[src/rtl/pc_branch_unit.sv]
// Program counter and branch resolution with a hardware return-address stack.
// Define STACK_GUARD_EN to fault and halt on stack overflow/underflow instead of wrapping.
module pc_branch_unit #(
   parameter int                ADDR_W       = 16,
   parameter int                STACK_DEPTH  = 8,
   parameter logic [ADDR_W-1:0] RESET_VECTOR = 16'h0000
) (
   input  logic                           CLK,
   input  logic                           RST,
   input  logic                           STALL,
   input  logic                           JMP,
   input  logic                           JEZ,
   input  logic                           JEQ,
   input  logic                           JGT,
   input  logic                           JLT,
   input  logic                           CALL,
   input  logic                           RET,
   input  logic [ADDR_W-1:0]              TARGET,
   input  logic                           FLAG_ZERO,
   input  logic                           FLAG_EQUAL,
   input  logic                           FLAG_GREATER_THAN,
   input  logic                           FLAG_LESS_THAN,
   output logic [ADDR_W-1:0]              PC,
   output logic                           TAKEN,
   output logic [$clog2(STACK_DEPTH):0]   STACK_COUNT,
   output logic                           FAULT
);

   localparam int               PTR_W    = $clog2(STACK_DEPTH);
   localparam int               CNT_W    = PTR_W + 1;
   localparam logic [CNT_W-1:0] CNT_FULL = CNT_W'(STACK_DEPTH);

`ifdef STACK_GUARD_EN
   localparam bit GUARD_EN = 1'b1;
`else
   localparam bit GUARD_EN = 1'b0;
`endif

   logic [ADDR_W-1:0] pc_q, pc_d, pc_inc;
   logic              taken_q, taken_d;
   logic [CNT_W-1:0]  cnt_q, cnt_d;
   logic [PTR_W-1:0]  ptr_q, ptr_d, ptr_inc, ptr_dec;
   logic              fault_q, fault_d;
   logic              push_en;
   logic              jump_hit;
   logic [ADDR_W-1:0] stack_mem [STACK_DEPTH];

   always_comb begin
      pc_inc   = pc_q + ADDR_W'(1);
      ptr_inc  = ptr_q + PTR_W'(1);
      ptr_dec  = ptr_q - PTR_W'(1);
      jump_hit = JMP | (JEZ & FLAG_ZERO) | (JEQ & FLAG_EQUAL)
               | (JGT & FLAG_GREATER_THAN) | (JLT & FLAG_LESS_THAN);
      pc_d     = pc_q;
      taken_d  = taken_q;
      cnt_d    = cnt_q;
      ptr_d    = ptr_q;
      fault_d  = fault_q;
      push_en  = 1'b0;
      // A raised fault is a halt: nothing but reset moves the state again.
      if (!STALL && !fault_q) begin
         if (RET) begin
            if (GUARD_EN && cnt_q == '0) begin
               fault_d = 1'b1;
               taken_d = 1'b0;
            end else begin
               pc_d    = stack_mem[ptr_dec];
               ptr_d   = ptr_dec;
               taken_d = 1'b1;
               if (cnt_q != '0) cnt_d = cnt_q - CNT_W'(1);
            end
         end else if (CALL) begin
            if (GUARD_EN && cnt_q == CNT_FULL) begin
               fault_d = 1'b1;
               taken_d = 1'b0;
            end else begin
               push_en = 1'b1;
               pc_d    = TARGET;
               ptr_d   = ptr_inc;
               taken_d = 1'b1;
               if (cnt_q != CNT_FULL) cnt_d = cnt_q + CNT_W'(1);
            end
         end else if (jump_hit) begin
            pc_d    = TARGET;
            taken_d = 1'b1;
         end else begin
            pc_d    = pc_inc;
            taken_d = 1'b0;
         end
      end
   end

   always_ff @(posedge CLK) begin
      if (RST) begin
         pc_q    <= RESET_VECTOR;
         taken_q <= 1'b0;
         cnt_q   <= '0;
         ptr_q   <= '0;
         fault_q <= 1'b0;
      end else begin
         pc_q    <= pc_d;
         taken_q <= taken_d;
         cnt_q   <= cnt_d;
         ptr_q   <= ptr_d;
         fault_q <= fault_d;
      end
   end

   // Stack RAM is not reset; a reset edge still suppresses a pending push.
   always_ff @(posedge CLK) begin
      if (!RST && push_en) stack_mem[ptr_q] <= pc_inc;
   end

   assign PC          = pc_q;
   assign TAKEN       = taken_q;
   assign STACK_COUNT = cnt_q;
`ifdef STACK_GUARD_EN
   assign FAULT = fault_q;
`else
   assign FAULT = 1'b0;
`endif

endmodule

[config.mk]
export PLATFORM = sky130hd
export DESIGN_NAME = pc_branch_unit
export DESIGN_NICKNAME = d
export VERILOG_FILES = /design/src/rtl/pc_branch_unit.sv
export SDC_FILE = /design/constraint.sdc
export NUM_CORES = 1
export LEC_CHECK = 0
export ABC_AREA = 1
export CORE_MARGIN = 2
export CORE_UTILIZATION = 50
export DETAILED_ROUTE_END_ITERATION = 8
export PLACE_DENSITY = 0.7
export SETUP_SLACK_MARGIN = 0.3
export SLEW_MARGIN = 20
export SYNTH_ARGS = -nofsm -noshare
export SYNTH_HDL_FRONTEND = slang
export SYNTH_SLANG_ARGS = --single-unit
[constraint.sdc]
create_clock -name CLK -period 4.2 [get_ports CLK]
set_input_delay 0.42 -clock CLK [delete_from_list [all_inputs] [get_ports CLK]]
set_output_delay 0.42 -clock CLK [all_outputs]
set_load 0.05 [all_outputs]
==> results.ini, run 1 <==
[run_status]
status = finished, final reports clean

[detailed_routing]
drt_first_pass_iters = 5
via_per_inst = 5.39
first_iter_violations = 454
via_count = 5175
ant_nets = 0
routedWlPerCell_um = 17.1
wl_mm = 16.4
drcViolationCount = 0

[pwr]
vdd_drop_max_v = 0.000326
pwr-share-comb_pct = 14.9
power_frac_clock_pct = 39.0
switchingPower_mw = 1.05
swShare_pct = 28.1
power_density_mw_per_mm2 = 461
cellInternalPower_mw = 2.69
leakage_nw = 3.03
p_seq_share_pct = 46.1

[setup_path]
crit_fanout = 17
worstPathRequired_ps = 4310
crit_type = in -> reg
r2r_slack_ps = 1960
crit_path_start_kind = primary input
worst_ep_arrival_time_ps = 2540
critPathCaptureType = register

[global_route]
grt_max_degree = 70
grt_use_total_pct = 23.2
grt_pass1_wl_mm = 25.8
grt_overflow = 0
grt_pass1_vias = 4974
antenna_found_initial = 0

[finish]
diodes = 0
area_growth_pct = 16.8
final_common_cell = nand2_1
fillCellCount = 1148
nNetsFinal = 803
drive_gt1_share_pct = 8.21
layout_common_cells = nand2_1 (173), nor2_1 (139), edfxtp_1 (128)

[cts]
htree_levels = 4
cts_max_path_buffers = 2
post_cts_buffers = 0
clock_latency_ps = 420
clock-sinks = 152
cts-root-buf = clkbuf_16
cts_tree = built
ctsHoldBuffers = 0
path_clk_slew_ps = 60
numCtsBuffers = 17
cts_resized = 0

[timing]
drv_slew = 0
min_period_ps = 2430
setup_viol = 0
fin_crit_sh_pct = 57.9
worst_pin_slew_ps = 933
max_freq_mhz = 411
report.final.hold_viol_count = 0
worst_clock_skew_ps = 9.09
rsz0062_at_grt = no
slew_headroom_pct = 37.3
holdWs_ps = 558
setup_tns_ps = 0

[synth]
avgSynthCellArea_um2 = 9.63
ys_ff_latch = 152
yosysWarnings = 0
ys.flop_type = edfxtp_1
yosysTopAreaCell = edfxtp_1
synth_nets = 756
netlist.area_leader.share_pct = 55.5
synth_enable_flop_cells = 128
ys_seq_area_share_pct = 62.4
syn_inst = 720
synthTopCellsByArea = edfxtp_1 (55%), nand2_1 (9.4%), nor2_1 (7.5%), dfxtp_1 (6.9%), o21ai_0 (4.0%)
async_reset_ff_share_pct = 0
syn_area_mm2 = 0.00693
synth_cell_types = 33

[floorplanning]
core_area_mm2 = 0.0137
die-area_mm2 = 0.0148
num_io_pins = 52
fp.dieH_um = 122
rows = 43
fp.dieW_um = 122
initial_utilization_pct = 50.5

[placement]
place.gp.congestion = 0.872
port_buffers = 50
dp_hpwl_mm = 10.6

[run]
max_cap_viol_count = 0

[worst_hold_path]
hold_class = reg -> reg

==> cells in the mapped netlist, drive strengths merged, types with 2 or more instances <==
library cell and count:
dfxtp 24, o21ai 85, xnor2 6, ha 5, clkbuf 6, xor2 3
a211oi 2, inv 37, nor2 146, nand3 36, nand4 4, edfxtp 128
a21oi 29, nor3 3, nand2 175, buf 26
==> worst max-delay path: stages <==
cell and delay (ps):
clkdlybuf4s50_1 790, inv_2 400, nand2_1 130, nor3_2 210
nand2_1 160, nor3_2 150, buf_4 280
==> path summary, 6_finish.rpt <==
path	depth (start not counted)	to	from
setup reg to reg	9	PC[2]	ptr_q[1]
hold reg to reg	2	STACK_COUNT[2]	STACK_COUNT[2]
setup / recovery	7	stack_mem[7][14]	RET
hold / removal	2	STACK_COUNT[2]	STACK_COUNT[2]
==> power groups by stage <==
stage | logic (mW) | registers (mW) | clock network (mW)
2_1_floorplan | 0.320 | 1.81 | 0
3_3_place_gp | 0.546 | 1.75 | 0
3_5_place_dp | 0.554 | 1.75 | 0
4_1_cts | 0.559 | 1.72 | 1.47
5_1_grt | 0.613 | 1.73 | 1.53
6_report | 0.558 | 1.72 | 1.46
==> through the flow <==
step | area (um^2) | util [%] | total power, mW | cells | worst slack, ps
2_1_floorplan | 6930 | - | 2.13 | 720 | 1660
3_3_place_gp | 7530 | 54.9 | 2.30 | 928 | 1420
3_5_place_dp | 7530 | 54.9 | 2.31 | 928 | 1380
4_1_cts | 8100 | 59.0 | 3.75 | 960 | 1810
5_1_grt | 8100 | 59.0 | 3.87 | 960 | 1570
6_report | 8100 | 59.0 | 3.74 | 960 | 1770
==> final cells by class <==
| type | count | area (um^2) | area share (%) |
|---|---|---|---|
| flip-flops and latches | 152 | 4330 | 53.4 |
| clock buffers | 17 | 425 | 5.25 |
| well taps | 180 | 225 | 2.78 |
| clock inverters | 15 | 144 | 1.78 |
| repair buffers | 61 | 583 | 7.20 |
| inverters | 37 | 141 | 1.75 |
| multi-input cells | 498 | 2250 | 27.8 |
==> flip-flops by register name, indices dropped and copies added (netlist names) <==
name and count:
stack_mem 128, PC 16, STACK_COUNT 4, ptr_q 3, TAKEN 1
==> cell families (layout without fill, tap and decap cells) <==
| group | Yosys count | after routing | share of synthesized area, % |
|---|---|---|---|
| buffers and inverters | 70 | 130 | 5.27 |
| flip-flops | 152 | 152 | 62.4 |
| adder cells (fa/ha/maj) | 6 | 6 | 1.19 |
| XOR/XNOR | 9 | 9 | 1.25 |
| AO/OA/AOI/OAI | 117 | 117 | 8.57 |
| other | 1 | 1 | 0.0541 |
| AND/OR/NAND/NOR | 365 | 365 | 21.3 |
==> metal layers <==
metal | GRT usage [%] | vias up | routed length [um]
met5 | 0 | - | 0
met4 | 10.9 | 0 | 591
li1 | - | 2509 | -
met2 | 38.7 | 184 | 8300
met1 | 29.1 | 2440 | 6650
met3 | 5.06 | 42 | 835
Note: power is estimated with default switching activity, not from simulation.
==> run 2: changes to the inputs <==
==> constraint.sdc (replaced) <==
create_clock -name CLK -period 2.3 [get_ports CLK]
set_input_delay 0.23 -clock CLK [delete_from_list [all_inputs] [get_ports CLK]]
set_output_delay 0.23 -clock CLK [all_outputs]
set_load 0.05 [all_outputs]
==> run 2 against run 1 <==
  * Clock power is 95% higher
  * Clock skew rose by 4.3 ps
  * Count of clock-buffer cells in the layout rose by 2
  * Non-clock buffer count increased by 10
  * Sequential power up 83%
  * Register-to-register slack worse by 1600 ps
  * Power is 90% higher
  * Via count grew 2.3%
  * Cell count increased by 1.0%
  * Critical endpoint is now PC[5]
  * Highest routed layer unchanged
==> results.ini, run 2 (synthesis results as in run 1) <==
[floorplanning]
core_area_mm2 = 0.0137  ; unchanged
fp.dieW_um = 122  ; unchanged
fp.dieH_um = 122  ; unchanged
num_io_pins = 52  ; unchanged
rows = 43  ; unchanged
die-area_mm2 = 0.0148  ; unchanged
initial_utilization_pct = 50.5  ; unchanged

[pwr]
vdd_drop_max_v = 0.000592  ; was 0.000326 V
leakage_nw = 3.21  ; was 3.03 nW
power_density_mw_per_mm2 = 853  ; was 461 mW/mm^2

[setup_path]
crit_family = buffers and inverters  ; unchanged
reg2reg_from = ptr_q[1]  ; unchanged
cp_slowest_cell = clkdlybuf4s50_1  ; unchanged
cp-startpoint = PC[5]  ; was RET
worstPathRequired_ps = 2070  ; was 4310 ps
critical-path-max-stage-delay_ps = 850  ; was 790 ps
crit_chain = clkdlybuf4s50_1  ; was clkdlybuf4s50_1 > inv_2 > nand2_1 > nor3_2 > nand2_1 > nor3_2 > buf_4
crit_fanout = 5  ; was 17
critPathCaptureType = output port  ; was register
timing.critical_path.buf_inv = 1  ; was 3
worst_ep_arrival_time_ps = 1710  ; was 2540 ps
crit_path_start_kind = register  ; was primary input
crit_type = reg -> out  ; was in -> reg

[timing]
setup_tns_ps = 0  ; unchanged
worst_pin_slew_ps = 654  ; was 933 ps
setup_ws_ps = 361  ; was 1770 ps
report.final.hold_viol_count = 0  ; unchanged
worst_clock_skew_ps = 13.4  ; was 9.09 ps
holdWs_ps = 509  ; was 558 ps
max_freq_mhz = 516
drv_slew = 0  ; unchanged
slew_headroom_pct = 56.3  ; was 37.3%
setup_viol = 0  ; unchanged
rsz0062_at_grt = no  ; unchanged
fin_crit_sh_pct = 84.3
min_period_ps = 1940

[finish]
regMostFlops = stack_mem  ; unchanged
multiInputGateArea_mm2 = 0.00227  ; was 0.00225 mm^2
layout_common_cells = nand2_1 (172), nor2_1 (139), edfxtp_1 (128)  ; was nand2_1 (173), nor2_1 (139), edfxtp_1 (128)
drive_gt1_share_pct = 8.86  ; was 8.21%
largest_reg_flops = 128  ; unchanged
nNetsFinal = 813  ; was 803
register_area_mm2 = 0.00433  ; unchanged
final_common_cell = nand2_1  ; unchanged
diodes = 0  ; unchanged
fillCellCount = 1120  ; was 1148
area_growth_pct = 19.8  ; was 16.8%

[worst_hold_path]
hold_class = reg -> reg  ; unchanged
hp-start = STACK_COUNT[2]  ; unchanged

[cts]
cts-root-buf = clkbuf_16  ; unchanged
clock-sinks = 152  ; unchanged
cts_tree = built  ; unchanged
clock_latency_ps = 420  ; about the same
post_cts_buffers = 0  ; unchanged
ctsHoldBuffers = 0  ; unchanged
path_clk_slew_ps = 60  ; about the same
cts_max_path_buffers = 2  ; unchanged
htree_levels = 4  ; unchanged
numCtsBuffers = 17  ; unchanged

[placement]
place.gp.congestion = 0.873  ; was 0.872
place_worst_setup_slack_ps = 335  ; was 1380 ps
port_buffers = 50  ; unchanged
dp_hpwl_mm = 11.5  ; was 10.6 mm

[global_route]
grt_use_total_pct = 24.3  ; was 23.2%
grt_pass1_vias = 5058  ; was 4974
grt_max_degree = 70  ; unchanged
grt_pass1_wl_mm = 26.6  ; was 25.8 mm
antenna_found_initial = 0  ; unchanged
grt_overflow = 0  ; unchanged

[detailed_routing]
drcViolationCount = 0  ; unchanged
ant_nets = 0  ; unchanged
via_count = 5292  ; was 5175
routedWlPerCell_um = 17.8  ; was 17.1 um
wl_mm = 17.3  ; was 16.4 mm
first_iter_violations = 454  ; unchanged
drt_first_pass_iters = 7  ; was 5
via_per_inst = 5.46  ; was 5.39

[run]
max_cap_viol_count = 0  ; unchanged

[run_status]
status = finished, final reports clean  ; unchanged

run 2: layer usage:
metal | vias to the layer above | share of wire, % | track usage (%) | routed length [um]
li1 | 2533 | - | - | -
met3 | 32 | 4.5 | 4.82 | 776
met5 | - | 0 | 0 | 0
met4 | 0 | 2.8 | 9.55 | 482
met1 | 2555 | 41 | 30.0 | 7160
met2 | 172 | 51 | 42.0 | 8890
run 2: repair_timing:
action | 4_1_cts | 5_1_grt
gates cloned | 0 | 1
endpoints found under the setup margin | 1 | 130
gates resized for setup | 1 | 13
run 2: path summary, 6_finish.rpt:
kind,slack (ps),to,cells past startpoint
worst min register to register,510,STACK_COUNT[2],2
worst max register to register,410,PC[0],11
worst min-delay path,510,STACK_COUNT[2],2
worst max-delay path,360,PC[5],1
run 2: stage by stage:
step	utilization, %	cells	area (um^2)	total power [mW]
finish	60.5	970	8300	7.09
floorplan	-	720	6940	3.90
CTS	60.0	969	8230	7.08
detailed placement	55.5	937	7620	4.25
global route	60.5	970	8300	7.35
global placement	55.5	937	7620	4.23
run 2: area by class of cell:
type | count | share of cell area [%]
clock buffer | 19 | 5.21
sequential | 152 | 52.1
timing repair buffer | 71 | 8.74
multi-input combinational | 498 | 27.4
inverter | 37 | 1.73
clock inverter | 13 | 2.14
tap | 180 | 2.71
run 2: where the power goes:
part / switching, mW / internal, mW
Combinational: 0.736 / 0.362
Clock: 1.04 / 1.81
Sequential: 0.0636 / 3.08
==> run 3: changes to the inputs <==
--- a/config.mk
+++ b/config.mk
@@ -9,7 +9,7 @@
 export CORE_MARGIN = 2
 export CORE_UTILIZATION = 50
 export DETAILED_ROUTE_END_ITERATION = 8
-export PLACE_DENSITY = 0.7
+export PLACE_DENSITY = 0.73
 export SETUP_SLACK_MARGIN = 0.3
 export SLEW_MARGIN = 20
 export SYNTH_ARGS = -nofsm -noshare
==> constraint.sdc (replaced) <==
create_clock -name CLK -period 1.7 [get_ports CLK]
set_input_delay 0.17 -clock CLK [delete_from_list [all_inputs] [get_ports CLK]]
set_output_delay 0.17 -clock CLK [all_outputs]
set_load 0.05 [all_outputs]
==> run 3 against run 2 <==
  * The flow now finishes with violations (setup timing)
  * Via count is 19% higher
  * First-iteration DRC count is 87% higher
  * Sequential power increased by 36%
  * Non-clock buffer count is 82 higher
  * Design area rose by 22%
  * Cell count is 8.6% higher
  * Flip-flop and latch count stayed put
  * Setup slack worse by 460 ps
  * Power is 50% higher
  * Routed wire length increased by 41%
  * Core utilization up 14 points
==> results.ini, run 3 (synthesis results as in run 1) <==
[setup_path]
worstPathRequired_ps = 2020  ; was 2070 ps
timing.critical_path.buf_inv = 3  ; was 1
worst_ep_arrival_time_ps = 2120  ; was 1710 ps
cp_slowest_cell = dfxtp_2  ; was clkdlybuf4s50_1
crit_type = reg -> reg  ; was reg -> out
crit_chain = inv_2 > ha_4 > buf_12 > buf_8 > nor2_1 > o21ai_0 > nand2_1 > nand2_1 > nand3_2 > nor2_1 > nor2_1  ; was clkdlybuf4s50_1
crit_path_start_kind = register  ; unchanged
reg2reg_from = ptr_q[0]  ; was ptr_q[1]
cp_common_cell = nor2_1
cp-startpoint = ptr_q[0]  ; was PC[5]
critical-path-max-stage-delay_ps = 360  ; was 850 ps
crit_family = simple AND/OR/NAND/NOR gates  ; was buffers and inverters
crit_fanout = 6  ; was 5
critPathCaptureType = register  ; was output port

[cts]
clock-sinks = 152  ; unchanged
cts-root-buf = clkbuf_16  ; unchanged
numCtsBuffers = 17  ; unchanged
htree_levels = 4  ; unchanged
cts_tree = built  ; unchanged
clock_latency_ps = 440  ; was 420 ps
cts_max_path_buffers = 2  ; unchanged
path_clk_slew_ps = 60  ; about the same
ctsHoldBuffers = 0  ; unchanged

[timing]
holdWs_ps = 258  ; was 509 ps
max_freq_mhz = 555
drv_slew = 0  ; unchanged
setup_ws_ps = -100  ; was 361 ps
report.final.hold_viol_count = 0  ; unchanged
setup_viol = 15  ; was 0
worst_clock_skew_ps = 8.38  ; was 13.4 ps
rsz0062_at_grt = yes  ; was no
fin_crit_sh_pct = 106
worst_pin_slew_ps = 701  ; was 654 ps
slew_headroom_pct = 53.3  ; was 56.3%
min_period_ps = 1800
setup_tns_ps = -675  ; was 0 ps

[global_route]
grt_util_met3_pct = 5.76  ; was 4.82%
grt_pass1_wl_mm = 32.0  ; was 26.6 mm
grt_max_degree = 49  ; was 70
antenna_found_initial = 0  ; unchanged
grt_use_total_pct = 29.9  ; was 24.3%
grt_pass1_vias = 5655  ; was 5058
gr-max-usage-layer = met2  ; unchanged
grtUsageMet1_pct = 40.5  ; was 30.0%
grt_util_met2_pct = 46.4  ; was 42.0%
grt_overflow = 0  ; unchanged

[detailed_routing]
via_per_inst = 5.98  ; was 5.46
wl_mm = 24.3  ; was 17.3 mm
drcViolationCount = 0  ; unchanged
drt_first_pass_iters = 5  ; was 7
routedWlPerCell_um = 23.1  ; was 17.8 um
via_count = 6298  ; was 5292
first_iter_violations = 847  ; was 454
ant_nets = 0  ; unchanged

[worst_hold_path]
hold_class = in -> reg  ; was reg -> reg
hp-start = RET  ; was STACK_COUNT[2]

[finish]
area_growth_pct = 46.7  ; was 19.8%
design_area_mm2 = 0.0102  ; was 0.00830 mm^2
regMostFlops = stack_mem  ; unchanged
layout_common_cells = nand2_1 (130), edfxtp_1 (128), nor2_1 (115)  ; was nand2_1 (172), nor2_1 (139), edfxtp_1 (128)
drive_gt1_share_pct = 37.8  ; was 8.86%
diodes = 0  ; unchanged
fillCellCount = 784  ; was 1120
nNetsFinal = 896  ; was 813
final_common_cell = nand2_1  ; unchanged
largest_reg_flops = 128  ; unchanged

[floorplanning]
initial_utilization_pct = 50.5  ; unchanged
fp.dieW_um = 122  ; unchanged
num_io_pins = 52  ; unchanged
rows = 43  ; unchanged
die-area_mm2 = 0.0148  ; unchanged
fp.dieH_um = 122  ; unchanged
core_area_mm2 = 0.0137  ; unchanged

[placement]
dp_hpwl_mm = 13.3  ; was 11.5 mm
port_buffers = 50  ; unchanged
place.gp.congestion = 0.971  ; was 0.873
place_area_mm2 = 0.00830  ; was 0.00762 mm^2
place_worst_setup_slack_ps = -262  ; was 335 ps

[pwr]
leakage_nw = 3.91  ; was 3.21 nW
vdd_drop_max_v = 0.000562  ; was 0.000592 V
power_mw = 10.7  ; was 7.09 mW
power_density_mw_per_mm2 = 1050  ; was 853 mW/mm^2

[run]
max_cap_viol_count = 0  ; unchanged

[run_status]
failed_checks = setup timing
status = complete, but fails checks  ; was finished, final reports clean

==> run 3: cell types whose count changed in the layout (fill, tap and decap cells not counted), moves of 20 or more <==
cell     before  now
o21ai_2       0   22
o21ai_0      55   35
nand3_1      35   12
buf_12        2   23
nor2_1      139  115
nand2_1     172  130
nand2_2       3   31
buf_6         3   25
dfxtp_1      23    2
buf_4        15   65
==> run 3: worst paths after layout <==
path,end,slack [ps],cells after the start
max reg2reg,PC[4],-100,11
max,PC[4],-100,11
min reg2reg,STACK_COUNT[2],510,2
min,TAKEN,260,6
==> run 3: per-layer routing <==
metal	vias to the layer above	wire, um
li1	2715	-
met1	2979	8640
met2	495	11500
met3	109	2670
met4	0	1480
met5	-	0
==> run 3: worst register-to-register path: stages, from the launching register on <==
cell     delay, ps
dfxtp_2        360
inv_2           70
ha_4           320
buf_12         130
buf_8          130
nor2_1          50
o21ai_0         90
nand2_1        120
nand2_1        140
nand3_2        120
nor2_1         120
nor2_1          50
==> run 3: area by class of cell <==
cell class              count  area, um^2  area share (%)
well taps                 180         225            2.21
repair buffers            153        1740            17.1
clock buffers              22         464            4.56
multi-input cells         498        3010            29.6
clock inverters            10         150            1.48
inverters                  37         184            1.81
repair inverters            1        16.3           0.160
flip-flops and latches    152        4380            43.1
==> run 3: timing repair <==
item	in CTS	in global routing
setup buffers	21	21
gates cloned	4	3
pin swaps	40	61
gates resized for setup	122	97
setup endpoints to repair	254	245
==> run 3: where the power goes <==
group / internal [mW] / switching, mW / leakage (nW)
Sequential: 4.17 / 0.109 / 1.38
Combinational: 0.935 / 1.47 / 2.23
Clock: 2.51 / 1.46 / 0.299
Total: 7.62 / 3.04 / 3.91
==> run 3: per-stage QoR <==
step,std cells,util (%)
after floorplan,720,-
after global placement,972,60.5
after detailed placement,972,60.5
after CTS,1029,69.7
after global routing,1053,74.1
final,1053,74.1
